$ cat src/rtl/adc_capture_sequencer_if.sv
// Control/status and ADC-driver signal bundle for adc_capture_sequencer.
// The abort line exists only when ADC_SEQ_ABORT_EN is defined.
interface adc_capture_sequencer_if #(
  parameter int CFG_W = 32
);
  logic             start;
  logic [CFG_W-1:0] run_cycles;
  logic [CFG_W-1:0] shift_val;
  logic             busy;
  logic             done;
  logic             err;
  logic             sdata;
  logic             cycle_cnt_clk;
  logic             shift_val_clk;
  logic             trigger;
  logic             select_out;
`ifdef ADC_SEQ_ABORT_EN
  logic             abort;

  modport master (
    output start, run_cycles, shift_val, abort,
    input  busy, done, err, sdata, cycle_cnt_clk,
    input  shift_val_clk, trigger, select_out
  );

  modport slave (
    input  start, run_cycles, shift_val, abort,
    output busy, done, err, sdata, cycle_cnt_clk,
    output shift_val_clk, trigger, select_out
  );
`else
  modport master (
    output start, run_cycles, shift_val,
    input  busy, done, err, sdata, cycle_cnt_clk,
    input  shift_val_clk, trigger, select_out
  );

  modport slave (
    input  start, run_cycles, shift_val,
    output busy, done, err, sdata, cycle_cnt_clk,
    output shift_val_clk, trigger, select_out
  );
`endif
endinterface

$ cat src/rtl/adc_capture_sequencer.sv
// ADC capture sequencer: serial config loads, 2^shift trigger burst, readout reload.
// Define ADC_SEQ_ABORT_EN to add the abort input.
module adc_capture_sequencer #(
  parameter int CFG_W       = 32,
  parameter int HOLD_CYCLES = 2,
  parameter int TRIG_GAP    = 50,
  parameter int MAX_SHIFT   = 8
) (
  input logic                    pl_clk,
  input logic                    rst,
  adc_capture_sequencer_if.slave bus
);

  typedef enum logic [2:0] {
    IDLE, LOAD_CYC, LOAD_SHIFT, TRIG, GAP, LOAD_ZERO, DONE
  } state_t;

  typedef enum logic [2:0] {
    S_PRE, S_SETUP, S_HIGH, S_LOW, S_POST
  } seg_t;

  localparam int HW = (HOLD_CYCLES > 1) ? $clog2(HOLD_CYCLES) : 1;
  localparam int BW = (CFG_W > 1) ? $clog2(CFG_W) : 1;
  localparam int GW = (TRIG_GAP > 1) ? $clog2(TRIG_GAP) : 1;
  localparam int TW = MAX_SHIFT + 1;

  localparam logic [HW-1:0] HOLD_LAST = HW'(HOLD_CYCLES - 1);
  localparam logic [BW-1:0] BIT_LAST  = BW'(CFG_W - 1);
  localparam logic [GW-1:0] GAP_LAST  = GW'(TRIG_GAP - 1);
  localparam logic [CFG_W-1:0] SHIFT_MAX = CFG_W'(MAX_SHIFT);

  state_t           state_q, state_n;
  seg_t             seg_q, seg_n;
  logic [HW-1:0]    hold_q, hold_n;
  logic [BW-1:0]    bit_q, bit_n;
  logic [GW-1:0]    gap_q, gap_n;
  logic [TW-1:0]    tcnt_q, tcnt_n;
  logic [CFG_W-1:0] run_q, run_n;
  logic [CFG_W-1:0] shift_q, shift_n;

  logic busy_q, busy_n;
  logic done_q, done_n;
  logic err_q, err_n;
  logic sdata_q, sdata_n;
  logic cclk_q, cclk_n;
  logic sclk_q, sclk_n;
  logic trig_q, trig_n;
  logic sel_q, sel_n;

  logic [TW-1:0] tgt;
  logic          phase_end;
  logic          load_n;
  logic          bit_on;
  logic          dbit;

  assign tgt       = TW'(1) << shift_q;
  assign phase_end = (hold_q == HOLD_LAST);

  always_ff @(posedge pl_clk or posedge rst) begin
    if (rst) begin
      state_q <= IDLE;
      seg_q   <= S_PRE;
      hold_q  <= '0;
      bit_q   <= '0;
      gap_q   <= '0;
      tcnt_q  <= '0;
      run_q   <= '0;
      shift_q <= '0;
      busy_q  <= 1'b0;
      done_q  <= 1'b0;
      err_q   <= 1'b0;
      sdata_q <= 1'b0;
      cclk_q  <= 1'b0;
      sclk_q  <= 1'b0;
      trig_q  <= 1'b0;
      sel_q   <= 1'b0;
    end else begin
      state_q <= state_n;
      seg_q   <= seg_n;
      hold_q  <= hold_n;
      bit_q   <= bit_n;
      gap_q   <= gap_n;
      tcnt_q  <= tcnt_n;
      run_q   <= run_n;
      shift_q <= shift_n;
      busy_q  <= busy_n;
      done_q  <= done_n;
      err_q   <= err_n;
      sdata_q <= sdata_n;
      cclk_q  <= cclk_n;
      sclk_q  <= sclk_n;
      trig_q  <= trig_n;
      sel_q   <= sel_n;
    end
  end

  always_comb begin
    state_n = state_q;
    seg_n   = seg_q;
    hold_n  = hold_q;
    bit_n   = bit_q;
    gap_n   = gap_q;
    tcnt_n  = tcnt_q;
    run_n   = run_q;
    shift_n = shift_q;
    err_n   = 1'b0;

    unique case (state_q)
      IDLE: begin
        if (bus.start) begin
          if (bus.shift_val <= SHIFT_MAX) begin
            state_n = LOAD_CYC;
            run_n   = bus.run_cycles;
            shift_n = bus.shift_val;
            seg_n   = S_PRE;
            hold_n  = '0;
            bit_n   = '0;
          end else begin
            err_n = 1'b1;
          end
        end
      end
      LOAD_CYC, LOAD_SHIFT, LOAD_ZERO: begin
        unique case (seg_q)
          S_PRE: seg_n = S_SETUP;
          S_SETUP, S_HIGH, S_LOW: begin
            if (phase_end) begin
              hold_n = '0;
              if (seg_q == S_SETUP) begin
                seg_n = S_HIGH;
              end else if (seg_q == S_HIGH) begin
                seg_n = S_LOW;
              end else if (bit_q == BIT_LAST) begin
                seg_n = S_POST;
              end else begin
                seg_n = S_SETUP;
                bit_n = bit_q + 1'b1;
              end
            end else begin
              hold_n = hold_q + 1'b1;
            end
          end
          S_POST: begin
            seg_n = S_PRE;
            bit_n = '0;
            if (state_q == LOAD_CYC) begin
              state_n = LOAD_SHIFT;
            end else if (state_q == LOAD_SHIFT) begin
              state_n = TRIG;
              tcnt_n  = TW'(1);
            end else begin
              state_n = DONE;
            end
          end
          default: seg_n = S_PRE;
        endcase
      end
      TRIG: begin
        state_n = GAP;
        gap_n   = '0;
      end
      GAP: begin
        if (gap_q == GAP_LAST) begin
          if (tcnt_q < tgt) begin
            state_n = TRIG;
            tcnt_n  = tcnt_q + 1'b1;
          end else begin
            state_n = LOAD_ZERO;
          end
        end else begin
          gap_n = gap_q + 1'b1;
        end
      end
      DONE:    state_n = IDLE;
      default: state_n = IDLE;
    endcase

`ifdef ADC_SEQ_ABORT_EN
    if (bus.abort && state_q != IDLE && state_q != DONE) begin
      state_n = IDLE;
      seg_n   = S_PRE;
      hold_n  = '0;
      bit_n   = '0;
    end
`endif

    // Outputs are decoded from the next state so they leave the flops aligned with it
    load_n = (state_n == LOAD_CYC) || (state_n == LOAD_SHIFT) ||
             (state_n == LOAD_ZERO);
    bit_on = (seg_n == S_SETUP) || (seg_n == S_HIGH) || (seg_n == S_LOW);
    case (state_n)
      LOAD_CYC:   dbit = run_n[bit_n];
      LOAD_SHIFT: dbit = shift_n[bit_n];
      default:    dbit = 1'b0;
    endcase

    sel_n   = load_n && (seg_n != S_POST);
    sdata_n = load_n && bit_on && dbit;
    cclk_n  = (state_n == LOAD_CYC) && (seg_n == S_HIGH);
    sclk_n  = ((state_n == LOAD_SHIFT) || (state_n == LOAD_ZERO)) &&
              (seg_n == S_HIGH);
    trig_n  = (state_n == TRIG);
    busy_n  = (state_n != IDLE);
    done_n  = (state_n == DONE);
  end

  assign bus.busy          = busy_q;
  assign bus.done          = done_q;
  assign bus.err           = err_q;
  assign bus.sdata         = sdata_q;
  assign bus.cycle_cnt_clk = cclk_q;
  assign bus.shift_val_clk = sclk_q;
  assign bus.trigger       = trig_q;
  assign bus.select_out    = sel_q;

endmodule

$ cat src/flat_wrapper.sv
// flat-port wrapper written by rule: the top's interface ports become plain ports
module adc_capture_sequencer_flat 
#(
  parameter int CFG_W       = 32,
  parameter int HOLD_CYCLES = 2,
  parameter int TRIG_GAP    = 50,
  parameter int MAX_SHIFT   = 8
)
  (pl_clk, rst, bus_start, bus_run_cycles, bus_shift_val, bus_busy, bus_done, bus_err, bus_sdata, bus_cycle_cnt_clk, bus_shift_val_clk, bus_trigger, bus_select_out);
  adc_capture_sequencer_if #(.CFG_W(CFG_W)) bus_i ();
  input logic pl_clk;
  input logic rst;
  input wire logic [$bits(bus_i.start)-1:0] bus_start;
  input wire logic [$bits(bus_i.run_cycles)-1:0] bus_run_cycles;
  input wire logic [$bits(bus_i.shift_val)-1:0] bus_shift_val;
  output wire logic [$bits(bus_i.busy)-1:0] bus_busy;
  output wire logic [$bits(bus_i.done)-1:0] bus_done;
  output wire logic [$bits(bus_i.err)-1:0] bus_err;
  output wire logic [$bits(bus_i.sdata)-1:0] bus_sdata;
  output wire logic [$bits(bus_i.cycle_cnt_clk)-1:0] bus_cycle_cnt_clk;
  output wire logic [$bits(bus_i.shift_val_clk)-1:0] bus_shift_val_clk;
  output wire logic [$bits(bus_i.trigger)-1:0] bus_trigger;
  output wire logic [$bits(bus_i.select_out)-1:0] bus_select_out;
  assign bus_i.start = bus_start;
  assign bus_i.run_cycles = bus_run_cycles;
  assign bus_i.shift_val = bus_shift_val;
  assign bus_busy = bus_i.busy;
  assign bus_done = bus_i.done;
  assign bus_err = bus_i.err;
  assign bus_sdata = bus_i.sdata;
  assign bus_cycle_cnt_clk = bus_i.cycle_cnt_clk;
  assign bus_shift_val_clk = bus_i.shift_val_clk;
  assign bus_trigger = bus_i.trigger;
  assign bus_select_out = bus_i.select_out;
  adc_capture_sequencer #(.CFG_W(CFG_W), .HOLD_CYCLES(HOLD_CYCLES), .TRIG_GAP(TRIG_GAP), .MAX_SHIFT(MAX_SHIFT)) u_core (.pl_clk(pl_clk), .rst(rst), .bus(bus_i));
endmodule
$ cat config.mk
export PLATFORM = sky130hd
export DESIGN_NAME = adc_capture_sequencer_flat
export DESIGN_NICKNAME = d
export VERILOG_FILES = /design/src/rtl/adc_capture_sequencer_if.sv /design/src/rtl/adc_capture_sequencer.sv /design/src/flat_wrapper.sv
export SDC_FILE = /design/constraint.sdc
export NUM_CORES = 1
export LEC_CHECK = 0
export BUFFER_PORTS_ARGS = -buffer_cell sky130_fd_sc_hd__clkbuf_2
export CAP_MARGIN = 10
export CORE_ASPECT_RATIO = 0.6
export CORE_UTILIZATION = 40
export DETAILED_ROUTE_END_ITERATION = 10
export PLACE_DENSITY = 0.67
export SYNTH_ARGS = -nofsm -noshare
export SYNTH_HDL_FRONTEND = slang
export SYNTH_SLANG_ARGS = --single-unit
$ cat constraint.sdc
create_clock -name pl_clk -period 4.32 [get_ports pl_clk]
set_input_delay 0 -clock pl_clk [delete_from_list [all_inputs] [get_ports pl_clk]]
set_output_delay 0 -clock pl_clk [all_outputs]
set_load 0.02 [all_outputs]
==> flow_summary.toml, run 1 <==
[sta]
fmax_mhz = 268
setup_viol = 0
relSlewSlack = 0.537
fin_tns_setup_ns = 0
finalHoldViolCount = 0
worst_pin_slew_ns = 0.677
slew_violations = 0
min_period_ns = 3.73
rsz0062_at_grt = "no"
finalCritPeriodShare = 0.864
fin_skew_ns = 0.00826

[yosys]
synth_area_um2 = 5230
yosysSeqAreaShare = 0.474
ys_top_cells_by_area = "dfrtp_1 (47%), mux2_2 (13%), mux2i_1 (4.0%), and2_1 (3.5%), ha_1 (2.9%)"
ys_ff_latch = 99
ys.flop_type = "dfrtp_1"
synth_most_common_cell = "dfrtp_1"
yosysTopAreaCellShare = 0.474
syn_avg_cell_area_um2 = 10.8
synth.distinct_cells = 61
syn_inst = 484
synthTopCellsByCount = "dfrtp_1 (99), mux2_2 (62), nand2_1 (31)"
synth_area_leader_cell = "dfrtp_1"
async_reset_ff_frac = 1.00
synth_nets = 563
synth_edf_count = 0
ys_warn_count = 0

[drt]
wl_per_cell_um = 16.9
post-route-drc-count = 0
viasPerCell = 5.53
routed_wl_mm = 12.8
route.vias.total = 4202
ant_nets = 0
drt_pass1_iterations = 5
drtIter0Drc = 290

[job]
maxCapViolations = 0

[die]
rows = 31
io_pins = 75
fp.dieW_um = 150
core_um2 = 12400
initial_core_util = 0.421
dieArea_um2 = 13600
die-height_um = 90.6

[grt]
overflow = 0
grt_start_max_net_pins = 64
grt_pass1_wl_mm = 21.5
grt_pass1_vias = 4181
grt_use_total = 0.204
antenna_found_initial = 0

[clocking]
clock-root-buffer = "clkbuf_16"
tritoncts = "built"
cts.sinks = 99
cts_max_level = 3
numCtsBuffers = 9
clk_latency_ns = 0.35
cts.repair.resized = 0
clk_pin_slew_ns = 0.07
cts_buffer_depth = 2
post_cts_buffers = 0

[placement]
numPortBuffers = 74
dp_cells = 707
dp_hpwl_mm = 9.14
gp_congestion = 0.856

[outcome]
status = "completed"

[setup_path]
criticalPathCategory = "flip-flop to flip-flop"
critPathArrivalTime_ns = 4.02
critPathMaxFanout = 10
critPathRequiredTime_ns = 4.60
cp-end-kind = "flip-flop"
start_kind = "flip-flop"

[final_layout]
antennaDiodeCount = 0
nNetsFinal = 669
drive_gt1_frac = 0.284
layoutNonFillerInstCount = 760
fill_cells = 1119
area_growth_pct = 22.6

[pwr]
p_leak_nw = 3.03
peakVddDrop_v = 0.000179
power_density_nw_per_um2 = 290

[worst_hold_path]
hold_path_class = "primary input to flip-flop"
[flip-flops by register name, summed over array words and instances (netlist names)]
name	cells
u_core.bus.cycle_cnt_clk	1
u_core.bus.busy	1
u_core.bus.done	1
u_core.bus.sdata	1
u_core.tcnt_q	9
u_core.shift_q	32
u_core.bus.trigger	1
u_core.bus.shift_val_clk	1
u_core.bit_q	5
u_core.state_q	3
u_core.hold_q	1
u_core.seg_q	3
u_core.bus.err	1
u_core.bus.select_out	1
u_core.run_q	32
u_core.gap_q	6
[power by group]
part	switching (mW)	total, mW	internal [mW]
logic	0.0772	0.158	0.0804
clock network	0.360	0.768	0.409
registers	0.00433	0.933	0.929
[worst max-delay path: stages (launching register included)]
cell and delay (ns):
dfrtp_1 0.39, nor4_1 0.31, nand3_1 0.27, nor2_1 0.24, nand2_1 0.08, nor2_1 0.15
nand2_1 0.08, ha_1 0.20, a21o_1 0.17, a21o_1 0.17, a21oi_1 0.18, a21oi_2 0.09
or3_1 0.37, a21o_1 0.27, or4_1 0.53, a21boi_1 0.15
[kinds of logic (layout without fill, tap and decap cells)]
logic type / count (synthesis) / after routing / share of synthesized area
buf+inv: 34 / 145 / 0.0280
simple gates: 173 / 173 / 0.182
compound gates: 79 / 79 / 0.107
fa+ha+maj: 12 / 12 / 0.0287
mux: 83 / 83 / 0.174
flops: 99 / 99 / 0.474
xor+xnor: 4 / 4 / 0.00670
[through the flow]
| stage | hold slack, ns | util | worst slack [ns] | total power [mW] | area (um2) |
|---|---|---|---|---|---|
| 3_3_place_gp | 0.137 | 0.464 | 0.757 | 1.08 | 5760 |
| 3_5_place_dp | 0.154 | 0.464 | 0.601 | 1.08 | 5760 |
| 6_report | 0.0991 | 0.517 | 0.586 | 1.86 | 6410 |
| 5_1_grt | 0.112 | 0.517 | 0.269 | 1.93 | 6410 |
| 2_1_floorplan | 0.163 | - | 1.01 | 1.03 | 5230 |
| 4_1_cts | 0.0766 | 0.517 | 0.582 | 1.88 | 6410 |
[final timing paths]
path	startpoint	end	slack, ns	cells past startpoint
worst max-delay path	u_core.shift_q[18]$_DFF_PP0_	u_core.tcnt_q[7]$_DFFE_PP0P_	0.59	15
worst min-delay path	bus_start	u_core.bus.busy$_DFF_PP0_	0.1	3
worst max register to register	u_core.shift_q[18]$_DFF_PP0_	u_core.tcnt_q[7]$_DFFE_PP0P_	0.59	15
worst min register to register	u_core.run_q[20]$_DFF_PP0_	u_core.run_q[20]$_DFF_PP0_	0.49	1
max in group asynchronous	rst	u_core.run_q[10]$_DFF_PP0_	2.95	4
min in group asynchronous	rst	u_core.shift_q[0]$_DFF_PP0_	0.32	3
[area by class of cell]
cell class / count / area [um2] / share of cell area
Sequential cell: 99 / 2480 / 0.386
Clock buffer: 11 / 243 / 0.0379
Timing Repair Buffer: 118 / 793 / 0.124
Inverter: 11 / 43.8 / 0.00683
Multi-Input combinational cell: 351 / 2610 / 0.407
Tap cell: 165 / 206 / 0.0322
Clock inverter: 5 / 37.5 / 0.00585
[placed cells by master (no fill, tap or decap), types with 12 or more instances in the layout]
cell and count:
dfrtp_1 99, clkbuf_2 74, mux2_2 62, dlygate4sd3_1 37
nand2_1 31, nor2_1 29, and2_1 29, mux2i_1 21
o21ai_0 15, nand4_1 13, nand3_1 13, nor4_1 12
a21oi_1 12, ha_1 12
[timing repair]
item                                    4_1_cts  5_1_grt
endpoints found under the setup margin        0        0
hold buffers                                 37        0
endpoints found under the hold margin        89        0
[routing by layer]
layer | vias up | track usage | routed length, um
met5 | - | 0 | 0
met2 | 132 | 0.294 | 5520
li1 | 1997 | - | -
met4 | 0 | 0.0468 | 183
met3 | 22 | 0.0530 | 714
met1 | 2051 | 0.302 | 6420
No activity file was read; power rests on OpenSTA's default activity.
==> run 2: changes to the inputs <==
--- a/config.mk
+++ b/config.mk
@@ -10,7 +10,9 @@
 export CORE_ASPECT_RATIO = 0.6
 export CORE_UTILIZATION = 40
 export DETAILED_ROUTE_END_ITERATION = 10
+export HOLD_SLACK_MARGIN = 0.1
 export PLACE_DENSITY = 0.67
+export RECOVER_POWER = 100
 export SYNTH_ARGS = -nofsm -noshare
 export SYNTH_HDL_FRONTEND = slang
 export SYNTH_SLANG_ARGS = --single-unit
==> run 2 against run 1 <==
Compared with the run above: the run now ends with capacitance limit, slew limit left; utilization fell by 0.13 points; design area decreased by 0.25%; sequential cell count is the same; sequential power is essentially flat; combinational power about the same; clock power is essentially flat; clock-buffer cell count did not move; maximum frequency fell by 0.53%; register-to-register slack worse by 0.02 ns; clock skew hardly changed; critical path type unchanged.
==> flow_summary.toml, run 2 (synthesis results as in run 1) <==
[sta]
worst_pin_slew_ns = 2.40
min_period_ns = 3.75
finalHoldViolCount = 0
whs_ns = 0.285
finalCritPeriodShare = 0.869
setup_viol = 0
slew_violations = 55
fmax_mhz = 266
fin_skew_ns = 0.00792
relSlewSlack = -0.611
rsz0062_at_grt = "no"
fin_tns_setup_ns = 0

[clocking]
cts_max_level = 3
cts.repair.resized = 0
clock-root-buffer = "clkbuf_16"
tritoncts = "built"
postCtsHoldBufs = 38
numCtsBuffers = 9
clk_pin_slew_ns = 0.07
clk_latency_ns = 0.35
cts_buffer_depth = 2
cts.sinks = 99
post_cts_buffers = 0

[setup_path]
start_kind = "flip-flop"
critPathRequiredTime_ns = 4.57
cp-end-kind = "flip-flop"
crit_path_cell_trace = "nor3b_2 -> nor2_1 -> nor3_1 -> o31a_1 -> or2_0 -> clkbuf_2 -> mux2_2 -> a22oi_1 -> a21oi_1 -> o32ai_1"
critPathMaxFanout = 18
critPathArrivalTime_ns = 4.00
crit_path_top_delay_cell = "or2_0"
max_stage_delay_ns = 0.66
critPathTopFamily = "simple AND/OR/NAND/NOR gates"
criticalPathCategory = "flip-flop to flip-flop"
worstPathBufferInverterCount = 1

[grt]
antenna_found_initial = 0
grt_use_total = 0.204
overflow = 0
grt_start_max_net_pins = 64
grt_pass1_wl_mm = 21.5
grt_pass1_vias = 4190

[pwr]
seqPwrFrac = 0.503
power_frac_comb = 0.084
p_clk_frac = 0.413
power_density_nw_per_um2 = 290
peakVddDrop_v = 0.000177
p_leak_nw = 2.99
power_switching_mw = 0.439
swShare = 0.236
internal-power_mw = 1.42

[worst_hold_path]
hold_path_class = "primary input to flip-flop"

[drt]
post-route-drc-count = 0
route.vias.total = 4164
wl_per_cell_um = 16.8
routed_wl_mm = 12.8
drt_pass1_iterations = 5
viasPerCell = 5.47
ant_nets = 0
drtIter0Drc = 349

[final_layout]
area_growth_pct = 22.3
final_common_cell = "dfrtp_1"
layout_common_cells = "dfrtp_1 (99), clkbuf_2 (66), mux2_2 (46), dlygate4sd3_1 (38), nand2_1 (31)"
nNetsFinal = 670
drive_gt1_frac = 0.237
largestRegisters = "u_core.run_q: 32 flops, u_core.shift_q: 32 flops, u_core.tcnt_q: 9 flops"
final_cell_area_um2 = 6400
antennaDiodeCount = 0

[outcome]
violations = "capacitance limit, slew limit"
status = "finished, violations left"

[die]
rows = 31
io_pins = 75
fp.dieW_um = 150
die-height_um = 90.6
core_um2 = 12400
dieArea_um2 = 13600
initial_core_util = 0.421

[placement]
placed_area_um2 = 5760
dp_hpwl_mm = 9.14
gp_congestion = 0.856
numPortBuffers = 74

[job]
maxCapViolations = 1
## run 2: cell types whose count changed in the layout (fill, tap and decap cells not counted), moves of 3 or more
cell	change
and2_0	+17
and2_1	-17
mux2_1	+16
mux2_2	-16
clkbuf_1	+11
clkbuf_2	-8
buf_4	-3
## run 2: per-layer routing
layer	part of all wire	global-route usage
met5	0	0
met4	0.012	0.0468
met3	0.055	0.0530
met2	0.43	0.294
met1	0.50	0.302
## run 2: final timing paths
kind                                                   from                                  to  slack, ns  depth (start not counted)
worst max-delay path            u_core.state_q[0]$_DFF_PP0_          u_core.bus.sdata$_DFF_PP0_       0.57                         10
worst min-delay path                      bus_shift_val[10]  u_core.bus.cycle_cnt_clk$_DFF_PP0_       0.29                          5
worst max register to register  u_core.state_q[0]$_DFF_PP0_          u_core.bus.sdata$_DFF_PP0_       0.57                         10
worst min register to register   u_core.run_q[16]$_DFF_PP0_          u_core.run_q[16]$_DFF_PP0_       0.49                          1
max in group asynchronous                               rst          u_core.run_q[10]$_DFF_PP0_       1.51                          4
min in group asynchronous                               rst         u_core.shift_q[0]$_DFF_PP0_       0.86                          3
## run 2: area by class of cell
type | instances | area [um2]
multi-input combinational | 351 | 2610
sequential | 99 | 2480
clock inverter | 5 | 37.5
fill | 1126 | 6020
tap | 165 | 206
inverter | 11 | 42.5
timing repair buffer | 119 | 782
clock buffer | 11 | 243
## run 2: worst reg2reg max path, stage by stage, from the launching register on
cell      delay [ns]
dfrtp_1         0.58
nor3b_2         0.57
nor2_1          0.23
nor3_1          0.21
o31a_1          0.17
or2_0           0.66
clkbuf_2        0.42
mux2_2          0.41
a22oi_1         0.17
a21oi_1         0.09
o32ai_1         0.14
## run 2: per-stage QoR
stage | util | worst slack [ns] | instances | power (mW)
2_1_floorplan | - | 1.01 | 484 | 1.03
3_3_place_gp | 0.464 | 0.757 | 707 | 1.08
3_5_place_dp | 0.464 | 0.601 | 707 | 1.08
4_1_cts | 0.517 | 0.582 | 761 | 1.88
5_1_grt | 0.515 | 0.196 | 761 | 1.93
6_report | 0.515 | 0.566 | 761 | 1.86
## run 2: power by group through the flow
| stage | Sequential, mW | Clock [mW] | Combinational (mW) |
|---|---|---|---|
| 2_1_floorplan | 0.950 | 0 | 0.0849 |
| 6_report | 0.933 | 0.767 | 0.157 |
| 3_3_place_gp | 0.951 | 0 | 0.130 |
| 3_5_place_dp | 0.951 | 0 | 0.133 |
| 5_1_grt | 0.933 | 0.825 | 0.172 |
| 4_1_cts | 0.933 | 0.787 | 0.160 |
